<file path="src/rtl/read_addr_scheduler.sv">
// Read-address scheduler: arbitrates two AXI read masters onto one slave AR
// channel, keeps a single read outstanding, tracks the R burst and flags
// burst-length mismatches.

`ifndef AXI_ID_BITS
`define AXI_ID_BITS 4
`endif
`ifndef AXI_IDS_BITS
`define AXI_IDS_BITS 8
`endif
`ifndef AXI_ADDR_BITS
`define AXI_ADDR_BITS 32
`endif
`ifndef AXI_LEN_BITS
`define AXI_LEN_BITS 4
`endif

module read_addr_scheduler #(
    parameter bit RR_INIT = 1'b0
) (
    input  logic                      ACLK,
    input  logic                      ARESET,
    input  logic [`AXI_ID_BITS-1:0]   ARID_M0,
    input  logic [`AXI_ID_BITS-1:0]   ARID_M1,
    input  logic [`AXI_ADDR_BITS-1:0] ARADDR_M0,
    input  logic [`AXI_ADDR_BITS-1:0] ARADDR_M1,
    input  logic [`AXI_LEN_BITS-1:0]  ARLEN_M0,
    input  logic [`AXI_LEN_BITS-1:0]  ARLEN_M1,
    input  logic [2:0]                ARSIZE_M0,
    input  logic [2:0]                ARSIZE_M1,
    input  logic [1:0]                ARBURST_M0,
    input  logic [1:0]                ARBURST_M1,
    input  logic                      ARVALID_M0,
    input  logic                      ARVALID_M1,
    output logic                      ARREADY_M0,
    output logic                      ARREADY_M1,
    output logic [`AXI_IDS_BITS-1:0]  ARID_S,
    output logic [`AXI_ADDR_BITS-1:0] ARADDR_S,
    output logic [`AXI_LEN_BITS-1:0]  ARLEN_S,
    output logic [2:0]                ARSIZE_S,
    output logic [1:0]                ARBURST_S,
    output logic                      ARVALID_S,
    input  logic                      ARREADY_S,
    input  logic                      RVALID_S,
    input  logic                      RREADY_S,
    input  logic                      RLAST_S,
    output logic                      M0_flag,
    output logic                      M1_flag,
    output logic                      LEN_ERR
);

    localparam int ID_W  = `AXI_ID_BITS;
    localparam int LEN_W = `AXI_LEN_BITS;

    typedef enum logic [1:0] {IDLE, ADDR, DATA} state_t;

    state_t           state_q, state_d;
    logic             owner_q, owner_d;
    logic             rr_ptr_q, rr_ptr_d;
    logic [LEN_W-1:0] beat_cnt_q, beat_cnt_d;
    logic             len_err_d;
    logic             owner_valid;
    logic             ar_hs;
    logic             r_beat;

    // Next-state logic: arbitration in IDLE, handshake tracking in ADDR, beat counting in DATA.
    always_comb begin
        state_d     = state_q;
        owner_d     = owner_q;
        rr_ptr_d    = rr_ptr_q;
        beat_cnt_d  = beat_cnt_q;
        len_err_d   = 1'b0;
        owner_valid = owner_q ? ARVALID_M1 : ARVALID_M0;
        ar_hs       = (state_q == ADDR) && owner_valid && ARREADY_S;
        r_beat      = RVALID_S && RREADY_S;
        case (state_q)
            IDLE: begin
                if (ARVALID_M0 || ARVALID_M1) begin
                    state_d = ADDR;
                    if (ARVALID_M0 && ARVALID_M1) begin
                        owner_d = rr_ptr_q;
                    end else begin
                        owner_d = ARVALID_M1;
                    end
                end
            end
            ADDR: begin
                if (ar_hs) begin
                    state_d    = DATA;
                    beat_cnt_d = owner_q ? ARLEN_M1 : ARLEN_M0;
                    rr_ptr_d   = ~owner_q;
                end else if (!owner_valid) begin
                    state_d = IDLE;
                end
            end
            DATA: begin
                if (r_beat) begin
                    if (RLAST_S) begin
                        state_d    = IDLE;
                        len_err_d  = (beat_cnt_q != '0);
                        beat_cnt_d = '0;
                    end else if (beat_cnt_q == '0) begin
                        len_err_d = 1'b1;
                    end else begin
                        beat_cnt_d = beat_cnt_q - LEN_W'(1);
                    end
                end
            end
            default: state_d = IDLE;
        endcase
    end

    // Slave-side AR mux and per-master ready, live only while an address is being offered.
    always_comb begin
        ARID_S     = '0;
        ARADDR_S   = '0;
        ARLEN_S    = '0;
        ARSIZE_S   = '0;
        ARBURST_S  = '0;
        ARVALID_S  = 1'b0;
        ARREADY_M0 = 1'b0;
        ARREADY_M1 = 1'b0;
        if (state_q == ADDR) begin
            if (owner_q) begin
                ARID_S     = {ARID_M1, {ID_W{1'b0}}};
                ARADDR_S   = ARADDR_M1;
                ARLEN_S    = ARLEN_M1;
                ARSIZE_S   = ARSIZE_M1;
                ARBURST_S  = ARBURST_M1;
                ARVALID_S  = ARVALID_M1;
                ARREADY_M1 = ARREADY_S;
            end else begin
                ARID_S     = {{ID_W{1'b0}}, ARID_M0};
                ARADDR_S   = ARADDR_M0;
                ARLEN_S    = ARLEN_M0;
                ARSIZE_S   = ARSIZE_M0;
                ARBURST_S  = ARBURST_M0;
                ARVALID_S  = ARVALID_M0;
                ARREADY_M0 = ARREADY_S;
            end
        end
    end

    // State register; flags are derived from the next state so they line up with the state itself.
    always_ff @(posedge ACLK) begin
        if (ARESET) begin
            state_q    <= IDLE;
            owner_q    <= 1'b0;
            rr_ptr_q   <= RR_INIT;
            beat_cnt_q <= '0;
            LEN_ERR    <= 1'b0;
            M0_flag    <= 1'b0;
            M1_flag    <= 1'b0;
        end else begin
            state_q    <= state_d;
            owner_q    <= owner_d;
            rr_ptr_q   <= rr_ptr_d;
            beat_cnt_q <= beat_cnt_d;
            LEN_ERR    <= len_err_d;
            M0_flag    <= (state_d != IDLE) && !owner_d;
            M1_flag    <= (state_d != IDLE) && owner_d;
        end
    end

endmodule

</file>
<file path="config.mk">
export PLATFORM = sky130hd
export DESIGN_NAME = read_addr_scheduler
export DESIGN_NICKNAME = d
export VERILOG_FILES = /design/src/rtl/read_addr_scheduler.sv
export SDC_FILE = /design/constraint.sdc
export NUM_CORES = 1
export LEC_CHECK = 0
export CAP_MARGIN = 20
export CORE_UTILIZATION = 29
export CTS_BUF_LIST = sky130_fd_sc_hd__clkbuf_4 sky130_fd_sc_hd__clkbuf_8
export CTS_CLUSTER_SIZE = 8
export DETAILED_ROUTE_END_ITERATION = 16
export GPL_TIMING_DRIVEN = 0
export HOLD_SLACK_MARGIN = 0.15
export PLACE_DENSITY_LB_ADDON = 0.12
export SYNTH_ARGS = -nofsm -noshare
export SYNTH_HDL_FRONTEND = slang
export SYNTH_SLANG_ARGS = --single-unit
</file>
<file path="constraint.sdc">
create_clock -name ACLK -period 4.6 [get_ports ACLK]
set_clock_uncertainty 0.15 [all_clocks]
set_input_delay 1.15 -clock ACLK [delete_from_list [all_inputs] [get_ports ACLK]]
set_output_delay 1.15 -clock ACLK [all_outputs]
set_load 0.005 [all_outputs]
</file>
* Word-level counts from Yosys, hierarchy flattened
Cells that the tools add are included.
** Word-level totals
- Flip-flop bits (word level) :: 11
- Bits of input ports :: 98
- Output and inout bits :: 55
** Operators by class
- $add $sub $neg :: 1
- Eq/ne operators :: 5
- Multiplexer cells :: 32
- Bitwise gates (word level) :: 3
- Reductions and logical operators :: 16
** Operator list (number)
- 32-bit 2-to-1 mux :: 2
- 4-bit 2-to-1 mux :: 6
- 8-bit 2-to-1 mux :: 2
- 2-bit 2-to-1 mux :: 7
- 1-bit 2-to-1 mux :: 11
- 4-bit case mux with 2 select lines :: 1
- 1-bit logical AND :: 6
- 3-bit 2-to-1 mux :: 2
- 2-bit case mux with 3 select lines :: 1
- 4-bit logical NOT :: 1
- 2-bit inequality test (second input constant) :: 2
- 4-bit AND reduction :: 1
- 2-bit nonzero test :: 2
- 4-bit nonzero test :: 1
- 4-bit by 1-bit subtractor with 4-bit output (second input constant) :: 1
- 3-bit inequality test (second input constant) :: 1
- 1-bit inverter :: 3
- 3-bit OR reduction :: 1
- 2-bit by 1-bit == test with 1-bit output (second input constant) :: 1
- 2-bit == test (second input constant) :: 1
- 2-bit logical NOT :: 1
- 2-bit AND reduction :: 1
- 1-bit logical NOT :: 1
- 1-bit logical OR :: 1

* Longest topological paths before layout
Gate-level depths: netlist of run 1.
- Depth after elaboration :: 7
- Gate-level depth with buffers :: 7
- Mapped depth without buffers :: 7

* Worst setup path after synthesis of run 1
OpenSTA, ideal clock, no wires.
- Path type :: input to output
- Start :: in ARVALID_M1
- End :: out ARVALID_S
- Data arrival time :: 1.519 ns
- Path slack :: 1.781 ns
- Cell stages on the path :: 2
- Cells stage by stage :: mux2i_2 > nor2_1
** On the way
- Longest elaborated chain between the ends :: 2
** Ends and longest elaborated chain
- start, declared :: RTL line 34 : input logic ARVALID_M1,
- 1-bit 2-to-1 mux :: RTL line 124 : if (owner_q) begin
- 1-bit 2-to-1 mux :: RTL line 123 : if (state_q == ADDR) begin
- end, declared :: RTL line 42 : output logic ARVALID_S,
Every way passes these cells.

* Final worst setup path of run 1
Ends and elaborated chain as after synthesis.

==> flow_metrics.env, run 1 <==
export IMPL_run_status="completed"
export IMPL_insertion_delay_ns=0.24
export IMPL_ant_nets=0
export IMPL_drt_total_wl_um=5710
export IMPL_cts_sinks=11
export IMPL_area_delta_synth_final_pct=129
export IMPL_grt_overflow_total=0
export IMPL_synth_top_cells_by_count="54 x nor2_1, 41 x mux2i_1, 11 x dfxtp_1"
export IMPL_min_to="rr_ptr_q"
export IMPL_holdWs_ns=0.350
export IMPL_wire_per_inst_um=15.0
export IMPL_p_per_area_nw_per_um2=174
export IMPL_gp_congestion=0.842
export IMPL_synth_seq_cells=11
export IMPL_avgSynthCellArea_um2=7.28
export IMPL_path_max_fanout=5
export IMPL_yosys_warnings=0
export IMPL_finalSetupViolCount=0
export IMPL_yosysTopAreaCellShare=0.324
export IMPL_syn_nets=274
export IMPL_synth_xor_area_share=0.0138
export IMPL_crit_arrival_ns=2.55
export IMPL_hold_path_startpoint="rr_ptr_q"
export IMPL_synth_most_common_cell="nor2_1"
export IMPL_numCtsBuffers=3
export IMPL_initialDrtViolationCount=52
export IMPL_boundaryPins=153
export IMPL_fp_dieArea_um2=4630
export IMPL_diodes=0
export IMPL_cts_setup_buffers=0
export IMPL_synthTopCellsByArea="mux2i_1 32%, dfxtp_1 17%, nor2_1 16%"
export IMPL_die_h_um=68.1
export IMPL_first_global_vias=1688
export IMPL_grt_pass1_wl_um=7940
export IMPL_grt_usage=0.228
export IMPL_synth_largest_area_cell="mux2i_1"
export IMPL_drt_pass1_iter_count=4
export IMPL_crit_required_ns=3.30
export IMPL_finalHoldViolCount=0
export IMPL_drc_errors=0
export IMPL_dpl_cell_count=376
export IMPL_reg2reg_to="beat_cnt_q[0]"
export IMPL_timing_critical_path_cells="clkdlybuf4s50_1 -> mux2i_2 -> nor2_1 -> clkdlybuf4s50_1"
export IMPL_reg2reg_from="beat_cnt_q[0]"
export IMPL_synth_edf_count=0
export IMPL_cp_slowest_cell="clkdlybuf4s50_1"
export IMPL_synth_compound_area_frac=0.106
export IMPL_start_util=0.310
export IMPL_seq_area_frac_synth=0.174
export IMPL_vias=1818
export IMPL_drv_cap=0
export IMPL_core_um2=4090
export IMPL_crit_top_cell="clkdlybuf4s50_1"
export IMPL_cts_resized_gates=0
export IMPL_synthMuxAreaShare=0.335
export IMPL_yosysUniqueCellTypes=27
export IMPL_grt_start_max_net_pins=11
export IMPL_viasPerCell=4.78
export IMPL_dp_hpwl_um=4820
export IMPL_synth_top_family_by_area="multiplexers"
export IMPL_grt_setup_unrepaired="no"
export IMPL_max_freq_mhz=260
export IMPL_hold_depth=2
export IMPL_slowest_delay_ns=0.48
export IMPL_fin_crit_sh=0.836
export IMPL_synthSimpleGateAreaFrac=0.286
export IMPL_cts_tree="yes"
export IMPL_clk_path_buf_depth=2
export IMPL_slew_viol_final=0
export IMPL_row_count=23
export IMPL_fin_setup_tns_ns=0
export IMPL_worstMarginPinSlew_ns=0.448
export IMPL_synth_area_um2=1270
export IMPL_portBuffers=152
export IMPL_r2r_cells=7
export IMPL_p_leak_nw=1.09
export IMPL_antenna_found_initial=0
export IMPL_syn_inst=174
export IMPL_fill_cells=361
export IMPL_fin_crit_ns=3.85
export IMPL_final_nets=431
export IMPL_reg2reg_slack_ns=2.81
export IMPL_dieWidth_um=68.1
export IMPL_synthArstFlopShare=0
export IMPL_htreeDepth=1
export IMPL_peakVddDrop_mv=0.252
export IMPL_stdcell_count=380
export IMPL_synth_fa_ha_area_frac=0.0198
export IMPL_start_kind="primary input"
export IMPL_slew_headroom=0.701
export IMPL_setup_worst_path_end_class="output pin"
export IMPL_clockRootBuffer="clkbuf_8"
export IMPL_crit_type="primary input to output pin"
export IMPL_hold_buffers=0
export IMPL_hp_class="flop to flop"
export IMPL_clk_pin_slew_ns=0.05
export IMPL_layout_drive_gt1_share=0.0455
export IMPL_synthFlopType="dfxtp_1"
critical path: cells and delay by family:
kind | cells | cell delay (ns)
AND/OR/NAND/NOR | 1 | 0.08
buffers and inverters | 2 | 0.95
multiplexers | 1 | 0.36
routing by layer:
layer	vias to the layer above	global-route usage	wire length [um]	part of all wire
met3	8	0.0367	493	0.086
met4	0	0.0703	99	0.017
met2	83	0.435	2890	0.51
met5	-	0	0	0
met1	813	0.252	2230	0.39
li1	914	-	-	-
logic make-up after synthesis:
family / Yosys count
flops: 11
fa+ha+maj: 2
compound gates: 18
xor+xnor: 2
buf+inv: 17
mux: 42
simple gates: 82
sequential cells by signal, summed over array words and instances, names as in the netlist:
signal,count
rr_ptr_q,1
state_q,2
owner_q,1
M1_flag,1
beat_cnt_q,4
LEN_ERR,1
M0_flag,1
placed cells by master, fill, tap and decap left out, drive strengths merged, types with 2 or more instances in the layout:
cell             n
nor3b            2
nand2            7
nor3             4
buf              8
o22ai            2
nor2            54
clkbuf           9
a31oi            3
inv              4
a311oi           3
nor2b            2
and2             5
ha               2
and3             6
xor2             2
dfxtp           11
a21oi            5
mux2i           42
clkdlybuf4s50  152
stage by stage:
stage	worst slack (ns)	total power, W	utilization	instance area [um^2]
finish	0.752	0.000505	0.709	2900
global route	0.714	0.000539	0.709	2900
CTS	0.764	0.000508	0.709	2900
detailed placement	0.785	0.000404	0.697	2850
floorplan	1.78	0.000226	-	1270
global placement	0.767	0.000398	0.697	2850
report_power, final:
group | internal (W) | switching, W
clock | 0.0000667 | 0.0000363
combinational | 0.000187 | 0.000108
sequential | 0.000102 | 0.00000436
total | 0.000356 | 0.000149
how the worst max path moves through the flow:
stage	to	cells after the start	slack [ns]	start
after floorplan	ARVALID_S	2	1.78	ARVALID_M1
after global placement	ARVALID_S	4	0.77	ARVALID_M1
after detailed placement	ARVALID_S	4	0.79	ARVALID_M1
after CTS	ARVALID_S	4	0.76	ARVALID_M1
after global routing	ARVALID_S	4	0.71	ARVALID_M1
final	ARVALID_S	4	0.75	ARVALID_M1
cell type report:
class,instances,area [um^2],area share
clock buffer,4,48.8,0.0168
inverter,4,15.0,0.00518
timing repair buffer,152,1520,0.525
tap,50,62.6,0.0216
buffer,13,68.8,0.0237
sequential,11,220,0.0760
multi-input combinational,146,962,0.332
Note: power is estimated with default switching activity, not from simulation.
==> run 2: changes to the inputs <==
Settings changed: CORE_UTILIZATION 29 to 25.
Clock period 4.6 ns to 3.3 ns, I/O delays scaled along.
==> flow_metrics.env, run 2 (synthesized netlist as in run 1, its figures left out) <==
export IMPL_top_register="beat_cnt_q"
export IMPL_peakVddDrop_mv=0.312
export IMPL_seq_power_share=0.214
export IMPL_reg_largest_list="beat_cnt_q x4, state_q x2"
export IMPL_area_delta_synth_final_pct=131
export IMPL_max_freq_mhz=317
export IMPL_crit_type="primary input to output pin"
export IMPL_cp_slowest_cell="clkdlybuf4s50_1"
export IMPL_start_util=0.265
export IMPL_start_kind="primary input"
export IMPL_crit_required_ns=2.32
export IMPL_path_delay_family="buffers and inverters"
export IMPL_vias=1778
export IMPL_drv_cap=0
export IMPL_run_status="completed"
export IMPL_p_per_area_nw_per_um2=237
export IMPL_drc_errors=0
export IMPL_numCtsBuffers=3
export IMPL_cp_buffers_inverters=2
export IMPL_fin_setup_tns_ns=0
export IMPL_initialDrtViolationCount=36
export IMPL_p_clk_frac=0.192
export IMPL_layout_commonest_cell="clkdlybuf4s50_1"
export IMPL_grt_setup_unrepaired="no"
export IMPL_grt_start_max_net_pins=11
export IMPL_wire_per_inst_um=14.0
export IMPL_core_um2=4790
export IMPL_dp_hpwl_um=4720
export IMPL_setup_worst_path_end_class="output pin"
export IMPL_row_count=25
export IMPL_portBuffers=152
export IMPL_fp_dieArea_um2=5350
export IMPL_die_h_um=73.2
export IMPL_largest_reg_flops=4
export IMPL_slew_viol_final=0
export IMPL_layout_common_cells="152 x clkdlybuf4s50_1, 54 x nor2_1, 41 x mux2i_1, 11 x dfxtp_1, 7 x nand2_1"
export IMPL_clk_pin_slew_ns=0.05
export IMPL_p_comb_frac=0.593
export IMPL_antenna_found_initial=0
export IMPL_crit_arrival_ns=2.18
export IMPL_viasPerCell=4.48
export IMPL_grt_usage=0.207
export IMPL_timing_critical_path_cells="clkdlybuf4s50_1 -> mux2i_4 -> nor2_1 -> clkdlybuf4s50_1"
export IMPL_gp_congestion=0.784
export IMPL_slowest_delay_ns=0.58
export IMPL_final_nets=431
export IMPL_p_leak_nw=1.09
export IMPL_hold_buffers=0
export IMPL_layout_drive_gt1_share=0.0455
export IMPL_grt_pass1_wl_um=8480
export IMPL_htreeDepth=1
export IMPL_fin_crit_ns=3.16
export IMPL_switchingPower_w=0.000206
export IMPL_first_global_vias=1762
export IMPL_path_max_fanout=5
export IMPL_finalHoldViolCount=0
export IMPL_clk_path_buf_depth=2
export IMPL_diodes=0
export IMPL_intPower_w=0.000488
export IMPL_cts_tree="yes"
export IMPL_ant_nets=0
export IMPL_cts_sinks=11
export IMPL_swShare=0.297
export IMPL_boundaryPins=153
export IMPL_post_route_util=0.612
export IMPL_worstMarginPinSlew_ns=0.484
export IMPL_fill_cells=444
export IMPL_power_w=0.000694
export IMPL_hp_class="flop to flop"
export IMPL_drt_total_wl_um=5580
export IMPL_clockRootBuffer="clkbuf_8"
export IMPL_cts_resized_gates=0
export IMPL_cts_setup_buffers=0
export IMPL_grt_overflow_total=0
export IMPL_crit_top_cell="clkdlybuf4s50_1"
export IMPL_insertion_delay_ns=0.24
export IMPL_dieWidth_um=73.2
export IMPL_fin_crit_sh=0.957
export IMPL_finalSetupViolCount=0
export IMPL_slew_headroom=0.678
export IMPL_drt_pass1_iter_count=4
export IMPL_holdWs_ns=0.349
-- run 2: changes by cell type in the layout (fill, tap and decap cells not counted) --
cell	before	now
clkinv_2	0	1
mux2i_2	1	0
clkbuf_4	1	0
mux2i_4	0	1
-- run 2: metrics by stage --
stage / std cells / worst slack, ns / area (um^2)
final: 397 / 0.144 / 2930
after floorplan: 174 / 1.13 / 1270
after global routing: 397 / 0.0567 / 2930
after detailed placement: 393 / 0.126 / 2870
after global placement: 393 / 0.129 / 2870
after CTS: 397 / 0.116 / 2920
-- run 2: layout make-up --
class	instances	area, um^2	share of cell area
clock buffer	3	41.3	0.0141
multi-input combinational	146	971	0.332
sequential	11	220	0.0752
buffer	13	68.8	0.0235
inverter	4	15.0	0.00513
timing repair buffer	152	1520	0.520
tap	67	83.8	0.0286
clock inverter	1	5.00	0.00171
-- run 2: worst min-delay path, delay by kind of cell (launching register included) --
family	cells	cell delay, ns
flops	1	0.30
simple gates	1	0.09
compound gates	1	0.05
-- run 2: worst paths after layout --
path            startpoint            end  slack [ns]  depth (start not counted)
max reg2reg  beat_cnt_q[0]  beat_cnt_q[3]        1.53                          7
min reg2reg       rr_ptr_q       rr_ptr_q        0.35                          2
min               rr_ptr_q       rr_ptr_q        0.35                          2
max             ARVALID_M1      ARVALID_S        0.14                          4
-- run 2: routing by layer --
metal,up-vias,routed length [um],global-route usage
met5,-,0,0
met4,0,160,0.0697
met3,14,581,0.0677
met2,89,2820,0.396
met1,760,2010,0.207
li1,915,-,-
-- run 2: power groups by stage --
stage	Combinational [W]	Clock [W]	Sequential (W)
6_report	0.000412	0.000133	0.000149
3_3_place_gp	0.000408	0	0.000151
5_1_grt	0.000449	0.000144	0.000149
3_5_place_dp	0.000411	0	0.000151
2_1_floorplan	0.000165	0	0.000150
4_1_cts	0.000414	0.000138	0.000149
==> run 3: changes to the inputs <==
Settings changed: CORE_UTILIZATION 25 to 29.
Clock period 3.3 ns to 3.7 ns, I/O delays scaled along.
==> results of run 3 <==
The final DEF is identical to that of run 1. Status: completed.
Among the figures that moved: setup slack after placement 0.785 ns -> 0.335 ns; setup slack after layout 0.752 ns -> 0.302 ns; register-to-register setup slack 2.81 ns -> 1.91 ns; total power 0.000505 W -> 0.000628 W; worst IR drop on VDD 0.252 mV -> 0.314 mV
